--- src/rtl/reg_wb_queue_if.sv ---
// Bus bundle between the write-back queue and its surroundings: the result-source
// push side, the register-file write port and the two forwarding lookups.
interface reg_wb_queue_if #(
    parameter int DEPTH  = 4,
    parameter int DATA_W = 8,
    parameter int ADDR_W = 3
);
    localparam int CNT_W = $clog2(DEPTH + 1);

    logic              push;
    logic [ADDR_W-1:0] push_addr;
    logic [DATA_W-1:0] push_data;
    logic              drain_en;
    logic              full;
    logic              empty;
    logic [CNT_W-1:0]  count;
    logic              overflow;
    logic              rf_write;
    logic [ADDR_W-1:0] rf_inaddress;
    logic [DATA_W-1:0] rf_in;
    logic [ADDR_W-1:0] q1_address;
    logic              q1_hit;
    logic [DATA_W-1:0] q1_data;
    logic [ADDR_W-1:0] q2_address;
    logic              q2_hit;
    logic [DATA_W-1:0] q2_data;

    modport slave (
        input  push, push_addr, push_data, drain_en, q1_address, q2_address,
        output full, empty, count, overflow, rf_write, rf_inaddress, rf_in,
               q1_hit, q1_data, q2_hit, q2_data
    );

    modport master (
        output push, push_addr, push_data, drain_en, q1_address, q2_address,
        input  full, empty, count, overflow, rf_write, rf_inaddress, rf_in,
               q1_hit, q1_data, q2_hit, q2_data
    );
endinterface

--- src/rtl/reg_wb_queue.sv ---
// FIFO of pending register-file writes with a one-entry output stage feeding the
// register-file write port, plus youngest-match forwarding for two read addresses.
module reg_wb_queue #(
    parameter int DEPTH  = 4,
    parameter int DATA_W = 8,
    parameter int ADDR_W = 3
) (
    input  logic                i_clk,
    input  logic                i_reset,
    reg_wb_queue_if.slave       bus
);
    localparam int PTR_W = $clog2(DEPTH);
    localparam int CNT_W = $clog2(DEPTH + 1);

    logic [ADDR_W-1:0] r_mem_addr [DEPTH];
    logic [DATA_W-1:0] r_mem_data [DEPTH];
    logic [PTR_W-1:0]  r_head;
    logic [PTR_W-1:0]  r_tail;
    logic [CNT_W-1:0]  r_count;
    logic              r_full;
    logic              r_empty;
    logic              r_overflow;
    logic              r_rf_write;
    logic [ADDR_W-1:0] r_rf_addr;
    logic [DATA_W-1:0] r_rf_data;

    logic              w_push_ok;
    logic              w_pop_ok;
    logic [CNT_W-1:0]  w_count_nxt;
    logic              w_q1_hit;
    logic [DATA_W-1:0] w_q1_data;
    logic              w_q2_hit;
    logic [DATA_W-1:0] w_q2_data;

    // Acceptance uses the pre-edge FULL, so a same-cycle pop never frees a slot.
    assign w_push_ok = bus.push && !r_full;
    assign w_pop_ok  = bus.drain_en && !r_empty;

    always_comb begin
        w_count_nxt = r_count;
        if (w_push_ok && !w_pop_ok)
            w_count_nxt = r_count + CNT_W'(1);
        else if (!w_push_ok && w_pop_ok)
            w_count_nxt = r_count - CNT_W'(1);
    end

    // Storage is deliberately not reset; validity comes from the count.
    always_ff @(posedge i_clk) begin
        if (!i_reset && w_push_ok) begin
            r_mem_addr[r_tail] <= bus.push_addr;
            r_mem_data[r_tail] <= bus.push_data;
        end
    end

    always_ff @(posedge i_clk) begin
        if (i_reset) begin
            r_head     <= '0;
            r_tail     <= '0;
            r_count    <= '0;
            r_full     <= 1'b0;
            r_empty    <= 1'b1;
            r_overflow <= 1'b0;
            r_rf_write <= 1'b0;
            r_rf_addr  <= '0;
            r_rf_data  <= '0;
        end else begin
            if (w_push_ok)
                r_tail <= r_tail + PTR_W'(1);
            if (bus.push && r_full)
                r_overflow <= 1'b1;
            if (w_pop_ok) begin
                r_rf_write <= 1'b1;
                r_rf_addr  <= r_mem_addr[r_head];
                r_rf_data  <= r_mem_data[r_head];
                r_head     <= r_head + PTR_W'(1);
            end else begin
                r_rf_write <= 1'b0;
            end
            r_count <= w_count_nxt;
            r_full  <= (w_count_nxt == CNT_W'(DEPTH));
            r_empty <= (w_count_nxt == '0);
        end
    end

    // Scan oldest to youngest so the youngest match is the one left standing;
    // the output stage is older than every queued entry, so it goes first.
    always_comb begin
        w_q1_hit  = 1'b0;
        w_q1_data = '0;
        w_q2_hit  = 1'b0;
        w_q2_data = '0;
        if (r_rf_write && r_rf_addr == bus.q1_address) begin
            w_q1_hit  = 1'b1;
            w_q1_data = r_rf_data;
        end
        if (r_rf_write && r_rf_addr == bus.q2_address) begin
            w_q2_hit  = 1'b1;
            w_q2_data = r_rf_data;
        end
        for (int i = 0; i < DEPTH; i++) begin
            if (CNT_W'(i) < r_count) begin
                if (r_mem_addr[r_head + PTR_W'(i)] == bus.q1_address) begin
                    w_q1_hit  = 1'b1;
                    w_q1_data = r_mem_data[r_head + PTR_W'(i)];
                end
                if (r_mem_addr[r_head + PTR_W'(i)] == bus.q2_address) begin
                    w_q2_hit  = 1'b1;
                    w_q2_data = r_mem_data[r_head + PTR_W'(i)];
                end
            end
        end
    end

    assign bus.full         = r_full;
    assign bus.empty        = r_empty;
    assign bus.count        = r_count;
    assign bus.overflow     = r_overflow;
    assign bus.rf_write     = r_rf_write;
    assign bus.rf_inaddress = r_rf_addr;
    assign bus.rf_in        = r_rf_data;
    assign bus.q1_hit       = w_q1_hit;
    assign bus.q1_data      = w_q1_data;
    assign bus.q2_hit       = w_q2_hit;
    assign bus.q2_data      = w_q2_data;
endmodule

--- src/flat_wrapper.sv ---
// flat-port wrapper written by rule: the top's interface ports become plain ports
module reg_wb_queue_flat 
#(
    parameter int DEPTH  = 4,
    parameter int DATA_W = 8,
    parameter int ADDR_W = 3
)
  (i_clk, i_reset, bus_push, bus_push_addr, bus_push_data, bus_drain_en, bus_q1_address, bus_q2_address, bus_full, bus_empty, bus_count, bus_overflow, bus_rf_write, bus_rf_inaddress, bus_rf_in, bus_q1_hit, bus_q1_data, bus_q2_hit, bus_q2_data);
  reg_wb_queue_if #(.DEPTH(DEPTH), .DATA_W(DATA_W), .ADDR_W(ADDR_W)) bus_i ();
  input  logic i_clk;
  input  logic i_reset;
  input wire logic [$bits(bus_i.push)-1:0] bus_push;
  input wire logic [$bits(bus_i.push_addr)-1:0] bus_push_addr;
  input wire logic [$bits(bus_i.push_data)-1:0] bus_push_data;
  input wire logic [$bits(bus_i.drain_en)-1:0] bus_drain_en;
  input wire logic [$bits(bus_i.q1_address)-1:0] bus_q1_address;
  input wire logic [$bits(bus_i.q2_address)-1:0] bus_q2_address;
  output wire logic [$bits(bus_i.full)-1:0] bus_full;
  output wire logic [$bits(bus_i.empty)-1:0] bus_empty;
  output wire logic [$bits(bus_i.count)-1:0] bus_count;
  output wire logic [$bits(bus_i.overflow)-1:0] bus_overflow;
  output wire logic [$bits(bus_i.rf_write)-1:0] bus_rf_write;
  output wire logic [$bits(bus_i.rf_inaddress)-1:0] bus_rf_inaddress;
  output wire logic [$bits(bus_i.rf_in)-1:0] bus_rf_in;
  output wire logic [$bits(bus_i.q1_hit)-1:0] bus_q1_hit;
  output wire logic [$bits(bus_i.q1_data)-1:0] bus_q1_data;
  output wire logic [$bits(bus_i.q2_hit)-1:0] bus_q2_hit;
  output wire logic [$bits(bus_i.q2_data)-1:0] bus_q2_data;
  assign bus_i.push = bus_push;
  assign bus_i.push_addr = bus_push_addr;
  assign bus_i.push_data = bus_push_data;
  assign bus_i.drain_en = bus_drain_en;
  assign bus_i.q1_address = bus_q1_address;
  assign bus_i.q2_address = bus_q2_address;
  assign bus_full = bus_i.full;
  assign bus_empty = bus_i.empty;
  assign bus_count = bus_i.count;
  assign bus_overflow = bus_i.overflow;
  assign bus_rf_write = bus_i.rf_write;
  assign bus_rf_inaddress = bus_i.rf_inaddress;
  assign bus_rf_in = bus_i.rf_in;
  assign bus_q1_hit = bus_i.q1_hit;
  assign bus_q1_data = bus_i.q1_data;
  assign bus_q2_hit = bus_i.q2_hit;
  assign bus_q2_data = bus_i.q2_data;
  reg_wb_queue #(.DEPTH(DEPTH), .DATA_W(DATA_W), .ADDR_W(ADDR_W)) u_core (.i_clk(i_clk), .i_reset(i_reset), .bus(bus_i));
endmodule
--- config.mk ---
export PLATFORM = sky130hd
export DESIGN_NAME = reg_wb_queue_flat
export DESIGN_NICKNAME = d
export VERILOG_FILES = /design/src/rtl/reg_wb_queue_if.sv /design/src/rtl/reg_wb_queue.sv /design/src/flat_wrapper.sv
export SDC_FILE = /design/constraint.sdc
export NUM_CORES = 1
export LEC_CHECK = 0
export BUFFER_PORTS_ARGS = -buffer_cell sky130_fd_sc_hd__clkbuf_2
export CAP_MARGIN = 20
export CORE_MARGIN = 2
export CORE_UTILIZATION = 35
export CTS_CLUSTER_SIZE = 14
export DETAILED_ROUTE_END_ITERATION = 8
export SETUP_SLACK_MARGIN = 0.5
export SYNTH_ARGS = -nofsm -noshare
export SYNTH_HDL_FRONTEND = slang
export SYNTH_SLANG_ARGS = --single-unit
--- constraint.sdc ---
create_clock -name i_clk -period 2.5 [get_ports i_clk]
set_input_delay 0.25 -clock i_clk [delete_from_list [all_inputs] [get_ports i_clk]]
set_output_delay 0.25 -clock i_clk [all_outputs]
set_load 0.005 [all_outputs]
==> results.txt <==
outcome -> finished with violations
failing checks -> setup timing
Cell variety after synth -> 47
Top FF cell, synth -> edfxtp_1
Reg power frac -> 32.8%
highest-delay cell along the critical path -> mux4_2
CTS tree -> yes
clk_lat worst skew -> 330 ps
worst path required time -> 2250 ps
ANT cells -> 0
combinational family with the most area after synthesis -> multiplexers
number of synthesized flops with an enable pin -> 44
H-Tree Level Count -> 3
Logic pwr share -> 35.1%
post-synthesis compound-gate area fraction -> 15.0%
Synth top area share -> 29.2%
Worst Slack Setup Final -> -404 ps
share of cells above drive strength 1 -> 35.7%
total gr overflow -> 0
Mapped Area -> 0.00452 sq mm
maximum clock path buffer count -> 2
core box area -> 0.0126 sq mm
Port-buffer cells -> 56
number of DRC markers in iteration 0 -> 260
syn_area_per_cell -> 10.8 sq um
Final Non-Filler Cells -> 674
Maximum Capacitance Violations -> 0
Switching Power -> 0.00138 W
Root Buffer -> clkbuf_16
critical path arrival -> 2650 ps
crit path kind -> flop to output pin
# IOs -> 57
number of routed nets with antenna violations -> 0
Layout Nets -> 524
ranking of synthesized cells by area -> edfxtp_1, dfxtp_1, mux2i_1
post-synth top area cell -> edfxtp_1
total CTS buffers -> 9
CP Max Fanout -> 5
pre-CTS setup slack -> -180 ps
Clock transition at path regs -> 60 ps
Die Y -> 118 um
DRT Pass-1 Iters -> 4
clock share of power -> 32.1%
Setup TNS -> -6250 ps
Fin. Hold Viols -> 0
final clock skew -> 5.19 ps
Final Max Slew Viols -> 0
Tightest Pin Transition -> 570 ps
FMAX -> 344 MHz
Slew headroom -> 62.0%
Period minus WS final -> 2900 ps
Reg area -> 0.00181 sq mm
switching share of total power -> 32.5%
number of global-route vias before repair -> 3,599
Adder-Cell Fraction of Synth Area -> 1.66%
pwr/cell area -> 722 mW/mm^2
cells along the critical path -> buf_6 -> mux4_2 -> xnor2_2 -> o2111ai_2 -> buf_4 -> a211oi_4 -> nor2_4 -> a31o_2 -> clkbuf_2
Pint -> 0.00286 W
number of remaining DRC errors -> 0
most common cell in the netlist -> nand2_1
Post-Synth XOR/XNOR Area -> 6.98%
Initial Util -> 35.8%
CTS Sinks -> 68
Total Die Area -> 0.0138 sq mm
RSZ-0062 raised after global routing -> true
mux contribution to synthesized area -> 20.6%
Hold Path Class -> input port to flop
via count -> 3,569
Multi-input gate area -> 0.00283 sq mm
hold_ws -> 134 ps
Yosys reg bits -> 68
Final Cycle Share -> 116%
first-pass GRT wire length -> 18.9 mm
leakage -> 2.10 nW
simple-gate share of the synthesized area -> 11.8%
largest net degree at the start of global routing -> 34
placer congestion estimate -> 0.864
total power -> 0.00424 W
final WL -> 11.9 mm
VDD IR-drop max -> 363 uV
Final HPWL DP -> 8.77 mm
post-synth net total -> 444
row count -> 41
global-route usage over all layers -> 17.0%
Syn. warnings -> 0
FILL cells -> 1,139
top cells by count, synth -> nand2_1, edfxtp_1, mux2i_1
Vias/cell -> 5.30
async set-reset flop share out of synthesis -> 0%
CP startpoint kind -> flop
initial antenna violation count -> 0
placed cells -> 645
area grow syn2layout -> 30.1%
cell count after synthesis -> 417
sequential share of the synthesized area -> 39.9%
final setup fails -> 18
DR WL/cell -> 17.7 um
Critical Path Max Stage Delay -> 510 ps
die span in x -> 118 um
Worst setup EP type -> output pin
registers in the layout (all words and copies together), names as in the netlist, named ones only:
name	cells
u_core.bus.rf_in	8
u_core.bus.empty	1
u_core.r_tail	2
u_core.bus.rf_inaddress	3
u_core.bus.full	1
u_core.bus.count	3
u_core.r_mem_addr	12
u_core.r_mem_data	32
u_core.bus.overflow	1
u_core.r_head	2
u_core.bus.rf_write	1
worst max-delay path, delay by kind of cell, from the launching register on:
family / cells / cell delay [ps]
compound gates: 3 / 690
xor+xnor: 1 / 160
buf+inv: 3 / 440
flops: 1 / 430
mux: 1 / 510
simple gates: 1 / 90
area by class of cell:
type	instances	area share, %
well taps	172	3.66
repair buffers	98	11.6
multi-input cells	315	48.1
clock inverters	7	1.68
flip-flops and latches	68	30.8
inverters	5	0.319
clock buffers	9	3.83
what timing repair did:
item | 4_1_cts | 5_1_grt
gates resized for setup | 32 | 26
cloned | 1 | 2
hold buffers | 0 | 0
pin swaps | 14 | 12
hold endpoints to repair | 0 | 0
setup buffers | 6 | 4
endpoints found under the setup margin | 18 | 18
logic make-up after synthesis:
family          after synthesis
compound gates               91
xor+xnor                     36
fa+ha+maj                     6
buf+inv                      36
flops                        68
mux                          66
simple gates                114
placed cells by master (no fill, tap or decap), types with 3 or more instances in the layout:
cell type  instances
a221oi_2           6
mux4_2            10
nor2_1            24
xnor2_1           21
dfxtp_1           21
edfxtp_1          44
clkbuf_2          48
buf_2              8
o21ai_0            9
a21oi_1           22
clkbuf_16          9
inv_1              5
xor2_1             9
a221o_1            8
a21o_1            10
a31o_1             7
o31ai_2            5
o221ai_2           6
o31ai_4            3
nand2_1           63
mux2i_1           39
ha_1               6
nand2b_1           3
and2_1             5
buf_6              5
mux2_2             9
mux4_1             8
buf_4             30
buf_12             5
xnor2_4            3
final timing paths:
kind,from,to,slack (ps),cells after the start
max,u_core.r_mem_addr[1][2],bus_q1_data[6],-400,9
min,bus_push_data[1],u_core.r_mem_data[3][1],130,1
max reg2reg,flop,u_core.bus.rf_in[1],830,6
min reg2reg,u_core.bus.overflow,u_core.bus.overflow,480,2
power groups by stage:
stage	clock [W]	combinational (W)	sequential, W
after floorplan	0	0.000896	0.00139
after global placement	0	0.00127	0.00140
after detailed placement	0	0.00130	0.00141
after CTS	0.00139	0.00141	0.00139
after global routing	0.00143	0.00161	0.00141
final	0.00136	0.00149	0.00139
metal layers:
layer	routed length, um	part of all wire, %	up-vias	global-route usage, %
met5	0	0	-	0
met4	156	1.3	0	5.35
met3	539	4.5	15	3.68
met2	5810	49	100	27.8
met1	5440	46	1711	22.6
li1	-	-	1743	-
metrics by stage:
stage	utilization (%)	instance area, sq um
2_1_floorplan	-	4580
3_3_place_gp	41.1	5190
3_5_place_dp	41.1	5190
4_1_cts	45.4	5730
5_1_grt	46.6	5880
6_report	46.6	5880
No activity file was read; power rests on OpenSTA's default activity.
